[src/rtl/mem_wb_stage_if.sv]
// MEM-to-WB bus: MEM-stage result, data-RAM read word, pipeline control and GPR write port.
interface mem_wb_stage_if;
   logic        mem_we;
   logic [4:0]  mem_waddr;
   logic [31:0] mem_wdata;
   logic [2:0]  mem_load_op;
   logic [1:0]  mem_addr_lo;
   logic [31:0] dram_rdata;
   logic        stall_mem;
   logic        stall_wb;
   logic        flush;
   logic        wb_we;
   logic [4:0]  wb_waddr;
   logic [31:0] wb_wdata;

   modport master (
      output mem_we, mem_waddr, mem_wdata, mem_load_op, mem_addr_lo,
      output dram_rdata, stall_mem, stall_wb, flush,
      input  wb_we, wb_waddr, wb_wdata
   );

   modport slave (
      input  mem_we, mem_waddr, mem_wdata, mem_load_op, mem_addr_lo,
      input  dram_rdata, stall_mem, stall_wb, flush,
      output wb_we, wb_waddr, wb_wdata
   );
endinterface

[src/rtl/mem_wb_stage.sv]
// MEM/WB pipeline register with load-data formatting; drives a zero-qualified GPR write port.
module mem_wb_stage (
   input logic           clk,
   input logic           rst,
   mem_wb_stage_if.slave bus
);
   typedef enum logic [2:0] {
      OP_NONE = 3'd0,
      OP_LB   = 3'd1,
      OP_LBU  = 3'd2,
      OP_LH   = 3'd3,
      OP_LHU  = 3'd4,
      OP_LW   = 3'd5,
      OP_LWL  = 3'd6,
      OP_LWR  = 3'd7
   } load_op_e;

   logic        we_q;
   logic [4:0]  waddr_q;
   logic [31:0] wdata_q;
   load_op_e    op_q;
   logic [1:0]  lo_q;
   logic        first_q;
   logic        held_q;
   logic [31:0] hold_q;

   logic [31:0] rw;
   logic [7:0]  rb;
   logic [15:0] rh;
   logic [31:0] r;
   logic        we_eff;

   always_ff @(posedge clk) begin
      if (rst || bus.flush || (bus.stall_mem && !bus.stall_wb)) begin
         we_q    <= 1'b0;
         waddr_q <= '0;
         wdata_q <= '0;
         op_q    <= OP_NONE;
         lo_q    <= '0;
         first_q <= 1'b0;
         held_q  <= 1'b0;
      end else if (!bus.stall_mem) begin
         we_q    <= bus.mem_we;
         waddr_q <= bus.mem_waddr;
         wdata_q <= bus.mem_wdata;
         op_q    <= load_op_e'(bus.mem_load_op);
         lo_q    <= bus.mem_addr_lo;
         first_q <= 1'b1;
         held_q  <= 1'b0;
      end else begin
         // RAM word is only valid in the first WB cycle; keep a copy for the rest of the stall
         if (first_q && (op_q != OP_NONE)) begin
            hold_q <= bus.dram_rdata;
            held_q <= 1'b1;
         end
         first_q <= 1'b0;
      end
   end

   always_comb begin
      rw = held_q ? hold_q : bus.dram_rdata;
      rb = rw[{lo_q, 3'b000} +: 8];
      rh = lo_q[1] ? rw[31:16] : rw[15:0];
      r  = wdata_q;
      unique case (op_q)
         OP_NONE: r = wdata_q;
         OP_LB:   r = {{24{rb[7]}}, rb};
         OP_LBU:  r = {24'h000000, rb};
         OP_LH:   r = {{16{rh[15]}}, rh};
         OP_LHU:  r = {16'h0000, rh};
         OP_LW:   r = rw;
         OP_LWL: begin
            case (lo_q)
               2'd0:    r = {rw[7:0],  wdata_q[23:0]};
               2'd1:    r = {rw[15:0], wdata_q[15:0]};
               2'd2:    r = {rw[23:0], wdata_q[7:0]};
               default: r = rw;
            endcase
         end
         OP_LWR: begin
            case (lo_q)
               2'd0:    r = rw;
               2'd1:    r = {wdata_q[31:24], rw[31:8]};
               2'd2:    r = {wdata_q[31:16], rw[31:16]};
               default: r = {wdata_q[31:8],  rw[31:24]};
            endcase
         end
         default: r = wdata_q;
      endcase
   end

   // GPR bypass matches on address alone, so idle slots must present address 0 and data 0
   assign we_eff       = we_q && (waddr_q != '0);
   assign bus.wb_we    = we_eff;
   assign bus.wb_waddr = we_eff ? waddr_q : '0;
   assign bus.wb_wdata = we_eff ? r : '0;
endmodule

[src/flat_wrapper.sv]
// flat-port wrapper written by rule: the top's interface ports become plain ports
module mem_wb_stage_flat 
  (clk, rst, bus_mem_we, bus_mem_waddr, bus_mem_wdata, bus_mem_load_op, bus_mem_addr_lo, bus_dram_rdata, bus_stall_mem, bus_stall_wb, bus_flush, bus_wb_we, bus_wb_waddr, bus_wb_wdata);
  mem_wb_stage_if bus_i ();
  input logic clk;
  input logic rst;
  input wire logic [$bits(bus_i.mem_we)-1:0] bus_mem_we;
  input wire logic [$bits(bus_i.mem_waddr)-1:0] bus_mem_waddr;
  input wire logic [$bits(bus_i.mem_wdata)-1:0] bus_mem_wdata;
  input wire logic [$bits(bus_i.mem_load_op)-1:0] bus_mem_load_op;
  input wire logic [$bits(bus_i.mem_addr_lo)-1:0] bus_mem_addr_lo;
  input wire logic [$bits(bus_i.dram_rdata)-1:0] bus_dram_rdata;
  input wire logic [$bits(bus_i.stall_mem)-1:0] bus_stall_mem;
  input wire logic [$bits(bus_i.stall_wb)-1:0] bus_stall_wb;
  input wire logic [$bits(bus_i.flush)-1:0] bus_flush;
  output wire logic [$bits(bus_i.wb_we)-1:0] bus_wb_we;
  output wire logic [$bits(bus_i.wb_waddr)-1:0] bus_wb_waddr;
  output wire logic [$bits(bus_i.wb_wdata)-1:0] bus_wb_wdata;
  assign bus_i.mem_we = bus_mem_we;
  assign bus_i.mem_waddr = bus_mem_waddr;
  assign bus_i.mem_wdata = bus_mem_wdata;
  assign bus_i.mem_load_op = bus_mem_load_op;
  assign bus_i.mem_addr_lo = bus_mem_addr_lo;
  assign bus_i.dram_rdata = bus_dram_rdata;
  assign bus_i.stall_mem = bus_stall_mem;
  assign bus_i.stall_wb = bus_stall_wb;
  assign bus_i.flush = bus_flush;
  assign bus_wb_we = bus_i.wb_we;
  assign bus_wb_waddr = bus_i.wb_waddr;
  assign bus_wb_wdata = bus_i.wb_wdata;
  mem_wb_stage u_core (.clk(clk), .rst(rst), .bus(bus_i));
endmodule
[config.mk]
export PLATFORM = sky130hd
export DESIGN_NAME = mem_wb_stage_flat
export DESIGN_NICKNAME = d
export VERILOG_FILES = /design/src/rtl/mem_wb_stage_if.sv /design/src/rtl/mem_wb_stage.sv /design/src/flat_wrapper.sv
export SDC_FILE = /design/constraint.sdc
export NUM_CORES = 1
export LEC_CHECK = 0
export ABC_AREA = 1
export CORE_MARGIN = 2
export CORE_UTILIZATION = 49
export CTS_BUF_LIST = sky130_fd_sc_hd__clkbuf_8
export CTS_CLUSTER_DIAMETER = 150
export DETAILED_ROUTE_END_ITERATION = 6
export PLACE_DENSITY_LB_ADDON = 0.05
export SLEW_MARGIN = 20
export SYNTH_ARGS = -nofsm -noshare
export SYNTH_HDL_FRONTEND = slang
export SYNTH_SLANG_ARGS = --single-unit
[constraint.sdc]
create_clock -name clk -period 2.6 [get_ports clk]
set_input_delay 0.52 -clock clk [delete_from_list [all_inputs] [get_ports clk]]
set_output_delay 0.52 -clock clk [all_outputs]
set_load 0.005 [all_outputs]
==> reports/summary.txt, run 1 <==
outcome - finished, violations left
failing checks - negative setup slack
GRT overflow - 0
reg2reg start - u_core.op_q[2]
Mapped Area - 0.00570 mm²
Worst Max-Slew Pin Slew - 0.385 ns
skew final - 0.00692 ns
drt drc - 0
Leak - 3.79 nW
slew margin rel. - 0.741
Nets - 1234
Max Root-Sink Buffers - 2
crit-path cells - buf_12, inv_8, nor2_4, buf_6, nand2_4, nand2_4, o21ai_4, nand2_2, buf_6, buf_4, nor2_2, nor2_1, clkdlybuf4s15_1
initial drt markers - 725
worst-path fanout max - 6
Tot Pwr - 2.81 mW
initial antenna violation count - 0
clk_lat worst skew - 0.39 ns
PortBufs - 117
vias in the first global route - 6464
Final Instance Area - 0.00835 mm²
asr flop ratio synth - 0
post-synthesis sequential area ratio - 0.326
TritonCTS Sinks - 77
minimum clock period - 2.66 ns
Tot GR Track Use - 0.339
kind of critical path - flop to output pin
Syn Nets - 1033
first-pass GRT wire length - 33200 µm
top cells by area, synth - nand2_1, edfxtp_1, dfxtp_1
Yosys reg bits - 77
setup violators final - 8
ANT nets after route - 0
wire length per cell - 16.7 µm
Synth Warn # - 0
fin crit share - 1.02
clock root buffer - clkbuf_8
Max-cap violations - 0
Final Hold Fails - 0
final cell count without fillers - 1302
ant diodes - 0
GPL Wtd Cong - 1.00
CP bufs+invs - 6
final core occ - 0.734
Die X - 112 µm
Worst EP arrival - 2.14 ns
leading area contributor after synthesis - nand2_1
CP peak stage delay - 0.37 ns
Placed Area - 0.00751 mm²
largest net degree at the start of global routing - 45
Gate Count Post-Synth - 953
Vias - 7129
CTS buffer count - 9
top-count cell post-synth - nand2_1
CP max stage cell - dfxtp_4
Max Fclk - 376 MHz
FF-to-FF setup slack - 0.82 ns
CP delay by family, top - buffers and inverters
Initial Utilization - 0.502
Post-Place Cells - 1246
num ports - 118
hold crit path type - primary input to flop
max-slew violations - 0
Pwr Density - 337 mW/mm²
reg2reg end - u_core.hold_q[3]
CP Data Required Time - 2.08 ns
CTS tree - done
Area Growth Syn to Fin - 46.3%
clock transition at the registers of the reported paths - 0.08 ns
Synth top cells by count - nand2_1, o21ai_0, nor2_1
EDFF count, synth - 32
routed vias/inst - 5.48
core area - 0.0114 mm²
CP Capture Type - output pin
hold_ws - 0.350 ns
die height - 112 µm
worst setup margin - -0.0580 ns
Main synth FF type - dfxtp_1
DR pass1 iterations - 7
worst vdd ir - 327 µV
Avg Cell Area, Syn - 5.98 µm²
drt total wl - 21700 µm
Worst setup SP type - flop
H-tree Lvls - 3
# rows - 39
Die ar. - 0.0125 mm²
unrepaired setup endpoints after global routing - true
top-area cell type share of the netlist area - 0.229
Hold Crit Depth - 1
synth unique cells - 28
WHS Endpoint - u_core.hold_q[27]
Final HPWL DP - 15200 µm
hold_sp - bus_dram_rdata[27]
share of cells above drive strength 1 - 0.234
FF-to-FF path depth - 6
## area by class of cell
cell class	instances	area, µm²
clock buffers	10	138
clock inverters	6	38.8
fillers	1021	3020
inverters	102	408
multi-input cells	724	3470
flip-flops and latches	77	1880
well taps	143	179
repair buffers	239	2220
repair inverters	1	7.51
## flip-flops by register name, indices dropped and copies added (netlist names)
signal / cells
u_core.lo_q: 2
u_core.hold_q: 32
u_core.first_q: 1
u_core.wdata_q: 32
u_core.op_q: 3
u_core.held_q: 1
u_core.we_q: 1
u_core.waddr_q: 5
## per-layer routing
metal | vias to the layer above | track usage | wire [µm]
met5 | - | 0 | 0
met4 | 0 | 0.183 | 1160
met3 | 86 | 0.0517 | 2130
met2 | 440 | 0.534 | 9710
met1 | 3161 | 0.450 | 8740
li1 | 3442 | - | -
## worst max path at each step
stage | start | to | slack, ns | depth (start not counted)
final | u_core.lo_q[1] | bus_wb_wdata[21] | -0.06 | 13
after global routing | u_core.held_q | bus_wb_wdata[21] | -0.13 | 13
after CTS | u_core.held_q | bus_wb_wdata[10] | -0.21 | 12
after detailed placement | bus_dram_rdata[10] | bus_wb_wdata[10] | -0.32 | 11
after global placement | bus_dram_rdata[25] | bus_wb_wdata[1] | -0.34 | 10
after floorplan | bus_flush | u_core.hold_q[0] | 0.29 | 4
## placed cells by master, fill, tap and decap left out, types with 8 or more instances in the layout
cell type,n
o21ai_0,113
o21ai_1,21
clkbuf_8,10
dfxtp_1,39
clkdlybuf4s50_1,80
o211ai_1,8
nand2_2,29
nand2_4,8
nor2_2,15
inv_2,8
a21oi_1,45
inv_1,88
nor2_1,79
buf_4,85
a21oi_2,8
o21ai_2,8
nand3_2,11
nand3_1,46
clkbuf_2,18
buf_6,24
nand2_1,316
buf_12,10
edfxtp_1,32
## through the flow
step	setup TNS (ns)	setup WS (ns)
2_1_floorplan	0	0.293
3_3_place_gp	-7.89	-0.338
3_5_place_dp	-8.17	-0.315
4_1_cts	-1.24	-0.209
5_1_grt	-1.70	-0.133
6_report	-0.196	-0.0580
## power by group
group,internal [mW],leakage (nW),total (mW),switching (mW)
logic,0.314,3.04,0.668,0.354
clock network,0.368,0.0875,0.854,0.486
registers,1.27,0.658,1.29,0.0166
total,1.96,3.79,2.81,0.856
## kinds of logic after synthesis
logic type | share of synthesized area
flip-flops | 0.326
buffers and inverters | 0.116
AO/OA/AOI/OAI | 0.189
AND/OR/NAND/NOR | 0.368
## what timing repair did
action | 4_1_cts | 5_1_grt
cloned | 2 | 1
pin swaps | 17 | 61
setup buffers | 23 | 14
hold buffers | 0 | 0
gates resized for setup | 115 | 141
setup endpoints to repair | 32 | 36
Power figures use the tool's default switching activity.
==> run 2: changes to the inputs <==
--- a/config.mk
+++ b/config.mk
@@ -7,12 +7,12 @@
 export LEC_CHECK = 0
 export ABC_AREA = 1
 export CORE_MARGIN = 2
-export CORE_UTILIZATION = 49
+export CORE_UTILIZATION = 25
 export CTS_BUF_LIST = sky130_fd_sc_hd__clkbuf_8
 export CTS_CLUSTER_DIAMETER = 150
 export DETAILED_ROUTE_END_ITERATION = 6
 export PLACE_DENSITY_LB_ADDON = 0.05
-export SLEW_MARGIN = 20
 export SYNTH_ARGS = -nofsm -noshare
 export SYNTH_HDL_FRONTEND = slang
 export SYNTH_SLANG_ARGS = --single-unit
+export TNS_END_PERCENT = 30
==> run 2 against run 1 <==
The flow still finishes with violations (negative setup slack). Sequential share of layout area is 0.81 points lower. Via count is 4.1% lower. Sequential cell count stayed put. Register-to-register slack better by 0.03 ns. Critical path depth stayed put. Core utilization is 35 points lower. Die area is 92% higher. Cell count is 12% higher. Global-route usage is 13 points lower. Non-clock buffer count is 11 higher. Clock skew is 0.0039 ns higher. Total power is 7.1% higher. Largest power group unchanged. Highest routed layer unchanged.
==> reports/summary.txt, run 2 (synthesis results as in run 1) <==
Placed Area - 0.00784 mm²
hold_ws - 0.376 ns
CP peak stage delay - 0.33 ns
max-slew violations - 0
slew margin rel. - 0.590
routed wl met2 - 11300 µm
clock transition at the registers of the reported paths - 0.09 ns
Metal-1 WL - 12100 µm
hold crit path type - primary input to flop
# fillers - 2485
Area Growth Syn to Fin - 51.4%
CTS buffer count - 9
initial antenna violation count - 0
Worst setup SP type - flop
routed wl met3 - 1270 µm
Die ar. - 0.0240 mm²
Final Hold Fails - 0
Nets - 1244
skew final - 0.0109 ns
failing checks - negative setup slack
Storage cell area - 0.00187 mm²
outcome - finished, violations left
unrepaired setup endpoints after global routing - true
GRT overflow - 0
Post-CTS Hold Buffers - 0
CP Data Required Time - 2.08 ns
worst vdd ir - 299 µV
Initial Utilization - 0.253
kind of critical path - flop to output pin
final core occ - 0.384
H-tree Lvls - 3
drt drc - 0
top flop regs - u_core.hold_q: 32 flops, u_core.wdata_q: 32 flops, u_core.waddr_q: 5 flops
CP dominant cell by count - buf_6
TritonCTS Sinks - 77
fin crit share - 1.03
Vias - 6834
Multi-input gate area - 0.00346 mm²
Max Root-Sink Buffers - 2
wire length per cell - 17.5 µm
Post-Place Cells - 1402
routed vias/inst - 4.70
largest net degree at the start of global routing - 45
ant diodes - 0
minimum clock period - 2.69 ns
CP bufs+invs - 6
Pwr Density - 349 mW/mm²
vias in the first global route - 6551
FF-to-FF path depth - 6
worst setup margin - -0.0855 ns
core area - 0.0225 mm²
Max Fclk - 372 MHz
first-pass GRT wire length - 38700 µm
CP delay by family, top - buffers and inverters
Final HPWL DP - 18700 µm
# rows - 55
PortBufs - 117
Hold Crit Depth - 1
setup violators final - 15
Worst Max-Slew Pin Slew - 0.612 ns
clk_lat worst skew - 0.38 ns
GPL Wtd Cong - 0.892
share of cells above drive strength 1 - 0.244
leading cell type in the layout, fill and taps excluded - nand2_1
ANT nets after route - 0
uppermost routed layer - met4
DR pass1 iterations - 5
worst-path fanout max - 6
Die X - 155 µm
Crit path depth - 13
commonest non-fill, non-tap cells in the layout - nand2_1, o21ai_0, buf_4, inv_1, clkdlybuf4s50_1
Leak - 3.82 nW
CP max stage cell - dfxtp_2
initial drt markers - 509
Max-cap violations - 0
Worst EP arrival - 2.17 ns
final cell count without fillers - 1454
Tot GR Track Use - 0.211
clock root buffer - clkbuf_8
Final Instance Area - 0.00864 mm²
drt total wl - 25400 µm
CTS tree - done
num ports - 118
crit-path cells - buf_12, buf_12, nor2_8, nand3_2, nand2_2, o21ai_4, buf_6, buf_6, buf_6, nand3_1, nor2_1, nor2_1, clkbuf_2
Tot Pwr - 3.01 mW
die height - 155 µm
CP Capture Type - output pin
[run 2: cell types whose count changed in the layout (fill, tap and decap cells not counted), sizes merged]
cell / before / now
clkinv: 1 / 3
clkbuf: 29 / 20
bufinv: 0 / 1
clkinvlp: 6 / 3
clkdlybuf4s15: 3 / 0
dlymetal6s2s: 5 / 1
clkdlybuf4s50: 80 / 81
nor2: 101 / 100
buf: 126 / 152
[run 2: area by class of cell]
class / count / share of cell area
sequential: 77 / 0.217
tap: 285 / 0.0413
multi-input combinational: 723 / 0.400
inverter: 102 / 0.0474
clock inverter: 6 / 0.00782
clock buffer: 10 / 0.0159
timing repair inverter: 1 / 0.000869
timing repair buffer: 250 / 0.270
[run 2: power breakdown]
group,internal (mW),leakage [nW],switching (mW),total [mW]
logic,0.327,3.06,0.365,0.693
registers,1.28,0.657,0.0150,1.29
clock network,0.477,0.104,0.551,1.03
[run 2: routing by layer]
layer  GRT usage  vias to the layer above
met4      0.0653                        0
li1            -                     3466
met2       0.339                      194
met5           0                        -
met1       0.289                     3138
met3      0.0373                       36
[run 2: timing repair]
item                                    CTS  global route
buffers inserted                         19            17
gates resized for setup                 158           112
endpoints found under the setup margin   32            32
gates cloned                              2             0
pin swaps                                30            41
[run 2: path summary, 6_finish.rpt]
kind	from	slack [ns]	to
max	u_core.lo_q[1]	-0.09	bus_wb_wdata[28]
min	bus_dram_rdata[7]	0.38	u_core.hold_q[7]
max reg2reg	u_core.op_q[2]	0.85	u_core.hold_q[12]
min reg2reg	u_core.wdata_q[26]	0.49	u_core.wdata_q[26]
[run 2: worst register-to-register path, delay by kind of cell, from the launching register on]
| kind | cells | cell delay [ns] |
|---|---|---|
| buffers and inverters | 3 | 0.58 |
| AND/OR/NAND/NOR | 3 | 0.43 |
| flip-flops | 1 | 0.40 |
[run 2: per-stage QoR]
stage	worst slack, ns	TNS, ns
global route	-0.205	-3.65
detailed placement	-0.426	-10.66
finish	-0.0855	-0.727
floorplan	0.293	0
global placement	-0.439	-10.43
CTS	-0.263	-2.52
==> run 3: changes to the inputs <==
==> constraint.sdc (replaced) <==
create_clock -name clk -period 2.6 [get_ports clk]
set_input_delay 0.26 -clock clk [delete_from_list [all_inputs] [get_ports clk]]
set_output_delay 0.26 -clock clk [all_outputs]
set_load 0.005 [all_outputs]
==> run 3 against run 2 <==
The flow still finishes with violations (negative setup slack). Via count decreased by 3.7%. Combinational power shrank 11%. Sequential power about the same. Worst hold slack improved by 0.052 ns. Setup slack improved by 0.019 ns. Sequential share of layout area rose by 1.4 points. Register-to-register slack lost 0.18 ns. Total power down 1.7%. Critical path type unchanged.
==> reports/summary.txt, run 3 (synthesis results as in run 1) <==
CTS tree - done
leading cell type in the layout, fill and taps excluded - nand2_1
Leak - 3.73 nW
# fillers - 2500
skew final - 0.0154 ns
Fin Setup TNS - -0.165 ns
hold_sp - bus_mem_waddr[4]
vias in the first global route - 6403
core area - 0.0225 mm²
kind of critical path - flop to output pin
die height - 155 µm
wire length per cell - 17.6 µm
Max-cap violations - 0
slew margin rel. - 0.607
routed wl met2 - 10900 µm
routed wl met3 - 1280 µm
failing checks - negative setup slack
Vias - 6580
CTS buffer count - 9
Initial Utilization - 0.253
dpl ws - -0.0202 ns
first-pass GRT wire length - 37700 µm
hold crit path type - primary input to flop
ant diodes - 0
unrepaired setup endpoints after global routing - true
PortBufs - 117
Worst Max-Slew Pin Slew - 0.586 ns
CP Data Required Time - 2.34 ns
setup violators final - 4
TritonCTS Sinks - 77
uppermost routed layer - met4
Tot GR Track Use - 0.207
WHS Endpoint - u_core.waddr_q[4]
commonest non-fill, non-tap cells in the layout - nand2_1, o21ai_0, inv_1, clkdlybuf4s50_1, nor2_1
share of cells above drive strength 1 - 0.145
fin crit share - 1.03
Hold Crit Depth - 3
Max Fclk - 375 MHz
Storage cell area - 0.00187 mm²
Worst EP arrival - 2.41 ns
outcome - finished, violations left
clock root buffer - clkbuf_8
Die X - 155 µm
hold_ws - 0.428 ns
drt drc - 0
Final Instance Area - 0.00814 mm²
drt total wl - 24700 µm
Metal-1 WL - 11700 µm
Pwr Density - 364 mW/mm²
initial drt markers - 534
GPL Wtd Cong - 0.887
minimum clock period - 2.67 ns
GRT overflow - 0
CP Capture Type - output pin
worst setup margin - -0.0667 ns
clock transition at the registers of the reported paths - 0.09 ns
CP bufs+invs - 4
Placed Area - 0.00759 mm²
FF-to-FF path depth - 6
Area Growth Syn to Fin - 42.7%
Multi-input gate area - 0.00328 mm²
Die ar. - 0.0240 mm²
Final HPWL DP - 18400 µm
DR pass1 iterations - 5
Final Hold Fails - 0
# rows - 55
reg2reg end - u_core.hold_q[16]
CP max stage cell - clkdlybuf4s50_1
CP peak stage delay - 0.52 ns
H-tree Lvls - 3
max-slew violations - 0
Nets - 1196
crit-path cells - buf_12, buf_12, nor2_8, buf_6, o21ai_0, a21oi_1, nor2_1, o21ai_1, nor2_2, nor2_1, clkdlybuf4s50_1
initial antenna violation count - 0
Worst setup SP type - flop
worst vdd ir - 179 µV
clk_lat worst skew - 0.39 ns
ANT nets after route - 0
top flop regs - u_core.hold_q: 32 flops, u_core.wdata_q: 32 flops, u_core.waddr_q: 5 flops
routed vias/inst - 4.68
Max Root-Sink Buffers - 2
num ports - 118
reg2reg start - u_core.op_q[2]
CP delay by family, top - buffers and inverters
FF-to-FF setup slack - 0.67 ns
largest net degree at the start of global routing - 45
worst-path fanout max - 11
-- run 3: where the power goes --
group | total (mW) | internal (mW) | switching [mW]
registers | 1.29 | 1.28 | 0.0162
logic | 0.616 | 0.277 | 0.338
clock network | 1.05 | 0.540 | 0.512
-- run 3: final cells by class --
| class | count | area share |
|---|---|---|
| Clock buffer | 9 | 0.0152 |
| Clock inverter | 7 | 0.0112 |
| Inverter | 102 | 0.0493 |
| Multi-Input combinational cell | 723 | 0.403 |
| Sequential cell | 77 | 0.230 |
| Tap cell | 285 | 0.0438 |
| Timing Repair Buffer | 203 | 0.247 |
-- run 3: worst max-delay path by stage --
stage | startpoint | to | slack (ns) | depth (start not counted)
CTS | u_core.lo_q[0] | bus_wb_wdata[29] | -0.12 | 11
global placement | u_core.held_q | bus_wb_wdata[17] | -0.03 | 12
floorplan | u_core.op_q[2] | u_core.hold_q[0] | 0.37 | 5
detailed placement | bus_dram_rdata[31] | bus_wb_wdata[17] | -0.02 | 11
global route | u_core.held_q | bus_wb_wdata[31] | -0.21 | 11
finish | u_core.lo_q[1] | bus_wb_wdata[31] | -0.07 | 11
-- run 3: tightest hold or removal path, cell delays in order --
cell,delay [ns]
clkdlybuf4s50_1,0.39
nand2_1,0.06
o21ai_0,0.06
-- run 3: timing repair --
action | 4_1_cts | 5_1_grt
cloned | 0 | 0
pin swaps | 6 | 7
setup buffers | 9 | 5
endpoints found under the setup margin | 32 | 30
hold buffers | 0 | 0
resized for setup | 55 | 51
-- run 3: per-stage QoR --
step / power, mW / util / cells
floorplan: 1.58 / - / 953
global placement: 1.91 / 0.338 / 1376
detailed placement: 1.91 / 0.338 / 1376
CTS: 2.99 / 0.355 / 1401
global route: 3.11 / 0.362 / 1406
finish: 2.96 / 0.362 / 1406
-- run 3: layer usage --
layer | GRT usage | up-vias
met5 | 0 | -
met4 | 0.0763 | 0
met3 | 0.0345 | 39
met2 | 0.324 | 215
met1 | 0.287 | 2958
li1 | - | 3368
